`src/rtl/collision_scheduler_if.sv`:
```
// collision_scheduler_if
//   Groups the frame-check request, positions and results of
//   collision_scheduler into one bundle.
//   master : requester side (drives start/positions, reads results)
//   slave  : the scheduler itself
//   Signals:
//     start          frame check request (pulse or level)
//     p_x, p_y       pacman position, unsigned pixels
//     m_x_all/m_y_all ghost positions, ghost i in bits [9i+8:9i]
//     m_active       bit i set = ghost i participates
//     busy           check in progress
//     done           one-cycle pulse when results update
//     hit            per-ghost collision flags of the last completed check
//     any_hit        OR of hit
//     first_hit_idx  lowest index with hit set, 0 when none
interface collision_scheduler_if #(
    parameter int unsigned NUM_GHOSTS = 4
);
    localparam int unsigned IDX_W = $clog2(NUM_GHOSTS);

    logic                      start;
    logic [8:0]                p_x;
    logic [8:0]                p_y;
    logic [9*NUM_GHOSTS-1:0]   m_x_all;
    logic [9*NUM_GHOSTS-1:0]   m_y_all;
    logic [NUM_GHOSTS-1:0]     m_active;
    logic                      busy;
    logic                      done;
    logic [NUM_GHOSTS-1:0]     hit;
    logic                      any_hit;
    logic [IDX_W-1:0]          first_hit_idx;

    modport master (
        output start, p_x, p_y, m_x_all, m_y_all, m_active,
        input  busy, done, hit, any_hit, first_hit_idx
    );

    modport slave (
        input  start, p_x, p_y, m_x_all, m_y_all, m_active,
        output busy, done, hit, any_hit, first_hit_idx
    );
endinterface

```
`src/rtl/collision_scheduler.sv`:
```
// collision_scheduler
//   Checks pacman against NUM_GHOSTS ghosts per frame by time-multiplexing
//   one 2-stage squared-distance pipeline, one ghost issued per cycle.
//   A check accepted at edge T0 snapshots all inputs, issues ghost i at
//   T0+1+i, and publishes hit/any_hit/first_hit_idx with a one-cycle done
//   pulse at T0+NUM_GHOSTS+3. Inactive ghosts still use their slot.
//   Ports:
//     clk    system clock, rising edge
//     rst_n  asynchronous active-low reset
//     bus    collision_scheduler_if.slave (request, positions, results)
module collision_scheduler #(
    parameter int unsigned NUM_GHOSTS = 4,
    parameter int unsigned RADIUS_SQ  = 144
) (
    input  logic                  clk,
    input  logic                  rst_n,
    collision_scheduler_if.slave  bus
);
    localparam int unsigned IDX_W = $clog2(NUM_GHOSTS);
    localparam logic [IDX_W-1:0] LAST_IDX = IDX_W'(NUM_GHOSTS - 1);

    typedef enum logic [1:0] {
        IDLE,
        ISSUE,
        DRAIN,
        DONE
    } state_e;

    state_e                  state_q, state_d;
    logic [IDX_W-1:0]        cnt_q, cnt_d;
    logic                    accept;
    logic                    issue;
    logic                    retire_last;

    // Input snapshot taken on the accepting edge
    logic [8:0]              snap_px_q, snap_py_q;
    logic [9*NUM_GHOSTS-1:0] snap_mx_q, snap_my_q;
    logic [NUM_GHOSTS-1:0]   snap_act_q;

    // Stage 1: absolute coordinate differences
    logic signed [9:0]       dx, dy;
    logic [8:0]              adx, ady;
    logic                    s1_vld_q;
    logic [IDX_W-1:0]        s1_idx_q;
    logic                    s1_act_q;
    logic [8:0]              s1_adx_q, s1_ady_q;

    // Stage 2: squared distance
    logic [18:0]             sum_d;
    logic                    s2_vld_q;
    logic [IDX_W-1:0]        s2_idx_q;
    logic                    s2_act_q;
    logic [18:0]             s2_sum_q;
    logic                    s2_hit;

    // Shadow accumulator and published results
    logic [NUM_GHOSTS-1:0]   shadow_q;
    logic [IDX_W-1:0]        first_d;
    logic                    found;
    logic                    busy_q, done_q, any_hit_q;
    logic [NUM_GHOSTS-1:0]   hit_q;
    logic [IDX_W-1:0]        first_q;

    // ------------------------------------------------------------------
    // FSM
    // ------------------------------------------------------------------
    always_ff @(posedge clk or negedge rst_n) begin
        if (!rst_n) begin
            state_q <= IDLE;
            cnt_q   <= '0;
        end else begin
            state_q <= state_d;
            cnt_q   <= cnt_d;
        end
    end

    assign retire_last = s2_vld_q && (s2_idx_q == LAST_IDX);

    always_comb begin
        state_d = state_q;
        cnt_d   = cnt_q;
        accept  = 1'b0;
        issue   = 1'b0;
        unique case (state_q)
            IDLE: begin
                if (bus.start) begin
                    accept  = 1'b1;
                    cnt_d   = '0;
                    state_d = ISSUE;
                end
            end
            ISSUE: begin
                issue = 1'b1;
                cnt_d = cnt_q + 1'b1;
                if (cnt_q == LAST_IDX) begin
                    state_d = DRAIN;
                end
            end
            DRAIN: begin
                if (retire_last) begin
                    state_d = DONE;
                end
            end
            DONE: begin
                state_d = IDLE;
            end
            default: begin
                state_d = IDLE;
            end
        endcase
    end

    // ------------------------------------------------------------------
    // Snapshot
    // ------------------------------------------------------------------
    always_ff @(posedge clk or negedge rst_n) begin
        if (!rst_n) begin
            snap_px_q  <= '0;
            snap_py_q  <= '0;
            snap_mx_q  <= '0;
            snap_my_q  <= '0;
            snap_act_q <= '0;
        end else if (accept) begin
            snap_px_q  <= bus.p_x;
            snap_py_q  <= bus.p_y;
            snap_mx_q  <= bus.m_x_all;
            snap_my_q  <= bus.m_y_all;
            snap_act_q <= bus.m_active;
        end
    end

    // ------------------------------------------------------------------
    // Distance pipeline
    // ------------------------------------------------------------------
    always_comb begin
        // Zero-extended to 10 bits so the difference never wraps
        dx  = $signed({1'b0, snap_px_q}) - $signed({1'b0, snap_mx_q[9*32'(cnt_q) +: 9]});
        dy  = $signed({1'b0, snap_py_q}) - $signed({1'b0, snap_my_q[9*32'(cnt_q) +: 9]});
        adx = dx[9] ? 9'(-dx) : dx[8:0];
        ady = dy[9] ? 9'(-dy) : dy[8:0];
    end

    // 511^2 * 2 fits in 19 bits, so no truncation
    assign sum_d  = 19'(s1_adx_q) * 19'(s1_adx_q) + 19'(s1_ady_q) * 19'(s1_ady_q);
    assign s2_hit = s2_vld_q && s2_act_q && (s2_sum_q < 19'(RADIUS_SQ));

    always_ff @(posedge clk or negedge rst_n) begin
        if (!rst_n) begin
            s1_vld_q <= 1'b0;
            s1_idx_q <= '0;
            s1_act_q <= 1'b0;
            s1_adx_q <= '0;
            s1_ady_q <= '0;
            s2_vld_q <= 1'b0;
            s2_idx_q <= '0;
            s2_act_q <= 1'b0;
            s2_sum_q <= '0;
        end else begin
            s1_vld_q <= issue;
            if (issue) begin
                s1_idx_q <= cnt_q;
                s1_act_q <= snap_act_q[cnt_q];
                s1_adx_q <= adx;
                s1_ady_q <= ady;
            end
            s2_vld_q <= s1_vld_q;
            if (s1_vld_q) begin
                s2_idx_q <= s1_idx_q;
                s2_act_q <= s1_act_q;
                s2_sum_q <= sum_d;
            end
        end
    end

    // ------------------------------------------------------------------
    // Shadow accumulation and result publication
    // ------------------------------------------------------------------
    always_ff @(posedge clk or negedge rst_n) begin
        if (!rst_n) begin
            shadow_q <= '0;
        end else if (accept) begin
            shadow_q <= '0;
        end else if (s2_hit) begin
            shadow_q[s2_idx_q] <= 1'b1;
        end
    end

    always_comb begin
        first_d = '0;
        found   = 1'b0;
        for (int unsigned i = 0; i < NUM_GHOSTS; i++) begin
            if (shadow_q[i] && !found) begin
                first_d = IDX_W'(i);
                found   = 1'b1;
            end
        end
    end

    always_ff @(posedge clk or negedge rst_n) begin
        if (!rst_n) begin
            busy_q    <= 1'b0;
            done_q    <= 1'b0;
            hit_q     <= '0;
            any_hit_q <= 1'b0;
            first_q   <= '0;
        end else begin
            // busy trails the state by one edge so it rises at T0+1
            busy_q <= (state_q == ISSUE) || (state_q == DRAIN);
            done_q <= (state_q == DONE);
            if (state_q == DONE) begin
                hit_q     <= shadow_q;
                any_hit_q <= |shadow_q;
                first_q   <= first_d;
            end
        end
    end

    assign bus.busy          = busy_q;
    assign bus.done          = done_q;
    assign bus.hit           = hit_q;
    assign bus.any_hit       = any_hit_q;
    assign bus.first_hit_idx = first_q;

endmodule

```
`src/flat_wrapper.sv`:
```
// flat-port wrapper written by rule: the top's interface ports become plain ports
module collision_scheduler_flat 
#(
    parameter int unsigned NUM_GHOSTS = 4,
    parameter int unsigned RADIUS_SQ  = 144
)
  (clk, rst_n, bus_start, bus_p_x, bus_p_y, bus_m_x_all, bus_m_y_all, bus_m_active, bus_busy, bus_done, bus_hit, bus_any_hit, bus_first_hit_idx);
  collision_scheduler_if #(.NUM_GHOSTS(NUM_GHOSTS)) bus_i ();
  input  logic clk;
  input  logic rst_n;
  input wire logic [$bits(bus_i.start)-1:0] bus_start;
  input wire logic [$bits(bus_i.p_x)-1:0] bus_p_x;
  input wire logic [$bits(bus_i.p_y)-1:0] bus_p_y;
  input wire logic [$bits(bus_i.m_x_all)-1:0] bus_m_x_all;
  input wire logic [$bits(bus_i.m_y_all)-1:0] bus_m_y_all;
  input wire logic [$bits(bus_i.m_active)-1:0] bus_m_active;
  output wire logic [$bits(bus_i.busy)-1:0] bus_busy;
  output wire logic [$bits(bus_i.done)-1:0] bus_done;
  output wire logic [$bits(bus_i.hit)-1:0] bus_hit;
  output wire logic [$bits(bus_i.any_hit)-1:0] bus_any_hit;
  output wire logic [$bits(bus_i.first_hit_idx)-1:0] bus_first_hit_idx;
  assign bus_i.start = bus_start;
  assign bus_i.p_x = bus_p_x;
  assign bus_i.p_y = bus_p_y;
  assign bus_i.m_x_all = bus_m_x_all;
  assign bus_i.m_y_all = bus_m_y_all;
  assign bus_i.m_active = bus_m_active;
  assign bus_busy = bus_i.busy;
  assign bus_done = bus_i.done;
  assign bus_hit = bus_i.hit;
  assign bus_any_hit = bus_i.any_hit;
  assign bus_first_hit_idx = bus_i.first_hit_idx;
  collision_scheduler #(.NUM_GHOSTS(NUM_GHOSTS), .RADIUS_SQ(RADIUS_SQ)) u_core (.clk(clk), .rst_n(rst_n), .bus(bus_i));
endmodule
```
`config.mk`:
```
export PLATFORM = sky130hd
export DESIGN_NAME = collision_scheduler_flat
export DESIGN_NICKNAME = d
export VERILOG_FILES = /design/src/rtl/collision_scheduler_if.sv /design/src/rtl/collision_scheduler.sv /design/src/flat_wrapper.sv
export SDC_FILE = /design/constraint.sdc
export NUM_CORES = 1
export LEC_CHECK = 0
export BUFFER_PORTS_ARGS = -buffer_cell sky130_fd_sc_hd__buf_2
export CAP_MARGIN = 20
export CORE_UTILIZATION = 30
export CTS_BUF_LIST = sky130_fd_sc_hd__clkbuf_2 sky130_fd_sc_hd__clkbuf_4 sky130_fd_sc_hd__clkbuf_8
export CTS_CLUSTER_DIAMETER = 30
export DETAILED_ROUTE_END_ITERATION = 6
export PLACE_DENSITY_LB_ADDON = 0.15
export SETUP_SLACK_MARGIN = 0.05
export SYNTH_ARGS = -nofsm -noshare
export SYNTH_HDL_FRONTEND = slang
export SYNTH_SLANG_ARGS = --single-unit
```
`constraint.sdc`:
```
create_clock -name clk -period 5.8 [get_ports clk]
set_clock_uncertainty 0.15 [all_clocks]
set_input_delay 0.87 -clock clk [delete_from_list [all_inputs] [get_ports clk]]
set_output_delay 0.87 -clock clk [all_outputs]
set_load 0.02 [all_outputs]
```
==> results.py, run 1 <==
metrics = {
    "critical_path": {
        "crit_path_max_fanout": 7,
        "startpoint_type": "register",
        "end_kind": "register",
        "cpMostUsedCell": "fa_1",
        "worstPathRequired_ps": 6000,
        "crit_chain": "and2_4 -> fa_1 -> fa_1 -> inv_2 -> fa_1 -> inv_1 -> fa_1 -> fa_1 -> inv_1 -> fa_1 -> inv_2 -> ha_4 -> a2111o_1 -> a211o_1 -> a21oi_2 -> o21ai_1 -> xor2_1 -> mux2_4",
        "critPathMaxStageDelay_ps": 540,
        "worst_path_max_delay_cell": "fa_1",
        "arrival_ps": 5880,
        "path_class": "register to register",
    },
    "global_routing": {
        "grt_pass1_vias": 8180,
        "grt_overflow": 0,
        "antenna_found_initial": 6,
        "grt_use_total": 0.133,
        "grt_pass1_wl_um": 41000,
        "grt_start_max_net_pins": 66,
    },
    "yosys": {
        "ys_ff_latch": 152,
        "netlist_area_mm2": 0.0116,
        "synth_top_area_share": 0.328,
        "ys_dominant_reg_cell": "dfrtp_1",
        "yosys_warnings": 0,
        "syn_inst": 1052,
        "avgSynthCellArea_um2": 11.0,
        "ys_top_cells_by_area": "dfrtp_1, fa_1, mux2_2",
        "synth_edf_count": 0,
        "synth_top_cell_by_area": "dfrtp_1",
        "synthesis.nets": 1332,
        "yosysUniqueCellTypes": 50,
        "yosysSeqAreaShare": 0.328,
        "async_flop_share": 1.00,
    },
    "drt": {
        "via_per_inst": 4.45,
        "drt-initial-drc-count": 190,
        "wl_um": 24300,
        "drc_errors": 0,
        "via_count": 7697,
        "drtAntennaViolNets": 0,
        "wl_per_cell_um": 14.1,
        "drtPass1Iterations": 4,
    },
    "die": {
        "die_y_um": 199,
        "io_pins": 106,
        "die_area_mm2": 0.0394,
        "core-area_mm2": 0.0378,
        "dieWidth_um": 199,
        "start_util": 0.306,
        "rows": 71,
    },
    "layout": {
        "area_growth_pct": 17.8,
        "layout-drive-gt1-share": 0.313,
        "fin_nets": 1481,
    },
    "clock_network": {
        "clk_latency_ps": 460,
        "cts.htree.levels": 4,
        "holdBufCountCts": 0,
        "cts_tree": "yes",
        "cts_sinks": 152,
        "cts_buffers": 17,
        "cts_buffer_depth": 2,
        "cts-root-buf": "clkbuf_8",
        "clkTransAtPathRegs_ps": 90,
    },
    "timing": {
        "setup_viol": 0,
        "hold_viol_final": 0,
        "rsz0062_at_grt": "true",
        "min_period_over_period": 0.979,
        "maxSlewHeadroom": 0.411,
        "fin_crit_ps": 5680,
        "fin_ws_ps": 120,
        "maxSlewViolCount": 0,
        "max_freq_mhz": 176,
        "tightest_slew_ps": 883,
    },
    "placed_design": {
        "port_buffers": 105,
        "place_congestion": 0.779,
        "place_ws_ps": -140,
        "place_hpwl_um": 19600,
    },
    "status": {
        "status": "complete, no violations",
    },
    "hold_path": {
        "min_path_type": "input pin to async pin",
    },
    "flow_run": {
        "max_cap_viol_count": 0,
    },
}
logic make-up after synthesis:
family          count (synthesis)  share of synthesized area
compound gates                124                     0.0674
flops                         152                      0.328
buf+inv                       221                     0.0716
mux                           138                      0.153
simple gates                  186                     0.0812
xor+xnor                       48                     0.0363
fa+ha+maj                     183                      0.263
stage by stage:
stage	area [µm²]	setup TNS (ps)	utilization	instances	hold WS (ps)
floorplan	11600	0	-	1052	248
global placement	13000	-27.3	0.344	1680	329
detailed placement	13000	-163	0.344	1680	319
CTS	13500	0	0.356	1716	211
global route	13600	-418	0.361	1725	230
finish	13700	0	0.361	1728	221
layout make-up:
type / count / area [µm²]
clock buffer: 18 / 241
fill: 3932 / 24200
inverter: 185 / 694
multi-input combinational: 679 / 7110
sequential: 152 / 3810
tap: 511 / 639
timing repair buffer: 166 / 1000
clock inverter: 13 / 145
antenna: 4 / 10.0
metal layers:
layer	up-vias	track usage	routed length (µm)
li1	3743	-	-
met1	3828	0.172	11400
met2	103	0.219	11500
met3	19	0.0359	1140
met4	4	0.0322	254
met5	-	0	27
sequential cells by signal (all words and copies together) (netlist names), 4 cells and up:
| signal | cells |
|---|---|
| u_core.bus.hit | 4 |
| u_core.s1_adx_q | 9 |
| u_core.s1_ady_q | 9 |
| u_core.s2_sum_q | 15 |
| u_core.shadow_q | 4 |
| u_core.snap_act_q | 4 |
| u_core.snap_mx_q | 36 |
| u_core.snap_my_q | 36 |
| u_core.snap_px_q | 9 |
| u_core.snap_py_q | 9 |
worst paths after layout:
check                                    from              endpoint  slack [ps]  depth (start not counted)
min in group clk           u_core.s1_idx_q[1]    u_core.s2_idx_q[1]         340                          2
min                                     rst_n  u_core.snap_my_q[15]         220                          1
max reg2reg                u_core.s1_ady_q[6]   u_core.s2_sum_q[15]         120                         18
max                        u_core.s1_ady_q[6]   u_core.s2_sum_q[15]         120                         18
max in group asynchronous               rst_n  u_core.snap_mx_q[20]        4190                          2
min reg2reg                u_core.s1_idx_q[1]    u_core.s2_idx_q[1]         340                          2
what timing repair did:
action,in CTS,in global routing
pin swaps,7,21
setup buffers,5,8
setup endpoints to repair,4,9
hold endpoints to repair,0,0
gates resized for setup,10,30
critical path, delay by kind of cell (launching register included):
kind / cells / cell delay (ps)
XOR/XNOR: 1 / 150
buffers and inverters: 4 / 190
adder cells (fa/ha/maj): 7 / 3240
flip-flops: 1 / 470
AND/OR/NAND/NOR: 1 / 170
multiplexers: 1 / 260
AO/OA/AOI/OAI: 4 / 950
synth_stat cells (all sizes together) (4+ instances only):
| cell type | number |
|---|---|
| o21ai | 19 |
| nor2 | 45 |
| xor2 | 23 |
| nor2b | 7 |
| a21o | 8 |
| mux2 | 116 |
| a21oi | 49 |
| mux4 | 19 |
| clkbuf | 34 |
| nand2b | 5 |
| nand3 | 9 |
| a31oi | 6 |
| nor3 | 4 |
| ha | 82 |
| a211oi | 4 |
| o21a | 8 |
| inv | 184 |
| fa | 101 |
| o31ai | 9 |
| nand2 | 46 |
| and2 | 46 |
| dfrtp | 152 |
| xnor2 | 25 |
| nand4b | 4 |
layout by cell type, fill, tap and decap left out, types with 4 or more instances in the layout:
cell      instances
nand4b_1          4
clkbuf_8         17
buf_2           104
a21oi_1          47
nor2b_1           6
inv_1           179
ha_1             78
and2_1           39
xnor2_1          24
inv_6             4
and2_4            7
o21a_1            8
a21o_1            8
nor2_1           44
o31ai_1           7
nand2b_1          5
inv_2             5
fa_1             95
a211oi_1          4
dfrtp_1         144
mux4_2           19
a31oi_1           6
fa_2              6
mux2_2          113
dfrtp_2           8
nor3_1            4
ha_4              4
nand2_1          44
xor2_1           22
diode_2           4
buf_4            59
nand3_1           9
o21ai_0          17
Power of run 1 is not shown: default switching activity piles up to over one toggle a cycle in this logic, so the estimate is an artifact.
==> run 2: changes to the inputs <==
- CORE_MARGIN: unset -> 2
==> results.py, run 2 (same netlist as run 1, synthesis figures left out) <==
metrics = {
    "drt": {
        "drtAntennaViolNets": 0,
        "wl_um": 24700,
        "drt-initial-drc-count": 247,
        "drtPass1Iterations": 4,
        "drc_errors": 0,
        "via_per_inst": 4.44,
        "via_count": 7716,
        "wl_per_cell_um": 14.2,
    },
    "timing": {
        "max_freq_mhz": 174,
        "rsz0062_at_grt": "true",
        "fin_tns_setup_ps": 0,
        "tightest_slew_ps": 884,
        "min_period_over_period": 0.993,
        "maxSlewHeadroom": 0.410,
        "setup_viol": 0,
        "fin_ws_ps": 41.1,
        "hold_viol_final": 0,
        "maxSlewViolCount": 0,
        "fin_crit_ps": 5760,
    },
    "die": {
        "dieWidth_um": 201,
        "core-area_mm2": 0.0384,
        "die_area_mm2": 0.0402,
        "rows": 72,
        "die_y_um": 201,
        "io_pins": 106,
        "start_util": 0.302,
    },
    "clock_network": {
        "cts-root-buf": "clkbuf_8",
        "cts_sinks": 152,
        "clkTransAtPathRegs_ps": 90,
        "cts_tree": "yes",
        "holdBufCountCts": 0,
        "cts.htree.levels": 4,
        "cts_buffers": 17,
        "clk_latency_ps": 480,
        "cts_buffer_depth": 2,
    },
    "flow_run": {
        "max_cap_viol_count": 0,
    },
    "placed_design": {
        "place_congestion": 0.770,
        "port_buffers": 105,
        "dp.cells": 1686,
        "place_hpwl_um": 19900,
        "place_ws_ps": -98.3,
        "post_dp_cell_area_mm2": 0.0130,
    },
    "layout": {
        "layout-drive-gt1-share": 0.314,
        "final_cells": 1736,
        "reg_top3": "u_core.snap_mx_q x36, u_core.snap_my_q x36, u_core.s2_sum_q x15",
        "final_cell_mix": "inv_1, dfrtp_1, mux2_2",
        "fin_nets": 1480,
        "area_growth_pct": 18.1,
        "final_common_cell": "inv_1",
        "design_area_mm2": 0.0137,
    },
    "critical_path": {
        "path_delay_family": "adder cells",
        "end_kind": "register",
        "worst_path_max_delay_cell": "fa_1",
        "worstReg2RegEnd": "u_core.s2_sum_q[15]",
        "worstPathRequired_ps": 6020,
        "startpoint_type": "register",
        "r2r-start": "u_core.s1_ady_q[6]",
        "cpMostUsedCell": "fa_1",
        "crit_path_max_fanout": 5,
        "crit_buf_inv": 4,
        "path_class": "register to register",
        "rrSetupSlack_ps": 40,
        "arrival_ps": 5980,
        "crit_chain": "and2_4 -> fa_1 -> fa_1 -> inv_2 -> fa_1 -> inv_2 -> fa_1 -> fa_1 -> inv_2 -> fa_1 -> inv_2 -> ha_4 -> a2111o_1 -> a211o_1 -> a21oi_2 -> o21ai_1 -> xor2_1 -> mux2_2",
        "critPathMaxStageDelay_ps": 530,
        "r2r_cells": 18,
    },
    "status": {
        "status": "complete, no violations",
    },
    "global_routing": {
        "grt_use_total": 0.132,
        "grt_pass1_vias": 8464,
        "grt_start_max_net_pins": 65,
        "grt_pass1_wl_um": 42500,
        "grt_overflow": 0,
        "antenna_found_initial": 9,
    },
    "hold_path": {
        "min_path_type": "input pin to async pin",
    },
}
==> run 2: metal layers <==
metal  routed length, µm  up-vias  GRT usage
met5                  51        -          0
met1               11600     3838      0.169
met3                1100       23     0.0367
li1                    -     3752          -
met2               11800       95      0.221
met4                 259        8     0.0331
==> run 2: cell type report <==
class | instances | area [µm²]
clock inverters | 13 | 193
flip-flops and latches | 152 | 3820
inverters | 185 | 694
clock buffers | 19 | 249
repair buffers | 165 | 990
multi-input cells | 679 | 7080
fillers | 3950 | 24700
well taps | 518 | 648
diodes | 5 | 12.5
==> run 2: metrics by stage <==
step	hold slack, ps	utilization
final	142	0.357
after global routing	124	0.357
after CTS	121	0.353
after detailed placement	323	0.339
after global placement	329	0.339
after floorplan	248	-
==> run 2: how the worst max path moves through the flow <==
stage                                   from  depth (start not counted)             endpoint
after floorplan           u_core.s1_ady_q[6]                         20  u_core.s2_sum_q[18]
after global placement    u_core.s1_ady_q[5]                         17  u_core.s2_sum_q[18]
after detailed placement  u_core.s1_ady_q[6]                         18  u_core.s2_sum_q[18]
after CTS                 u_core.s1_adx_q[3]                         19  u_core.s2_sum_q[18]
after global routing      u_core.s1_ady_q[6]                         18  u_core.s2_sum_q[15]
final                     u_core.s1_ady_q[6]                         18  u_core.s2_sum_q[15]
==> run 2: what timing repair did <==
action | in CTS | in global routing
pin swaps | 12 | 30
resized for setup | 19 | 25
hold endpoints to repair | 0 | 0
cloned | 0 | 0
setup buffers | 5 | 8
endpoints found under the setup margin | 3 | 9
==> run 2: worst reg2reg max path, stage by stage (launching register included) <==
cell,delay [ps]
dfrtp_2,450
and2_4,180
fa_1,500
fa_1,530
inv_2,40
fa_1,500
inv_2,40
fa_1,490
fa_1,530
inv_2,40
fa_1,510
inv_2,50
ha_4,210
a2111o_1,450
a211o_1,310
a21oi_2,160
o21ai_1,80
xor2_1,160
mux2_2,260
Power of run 2 is left out for the same reason.
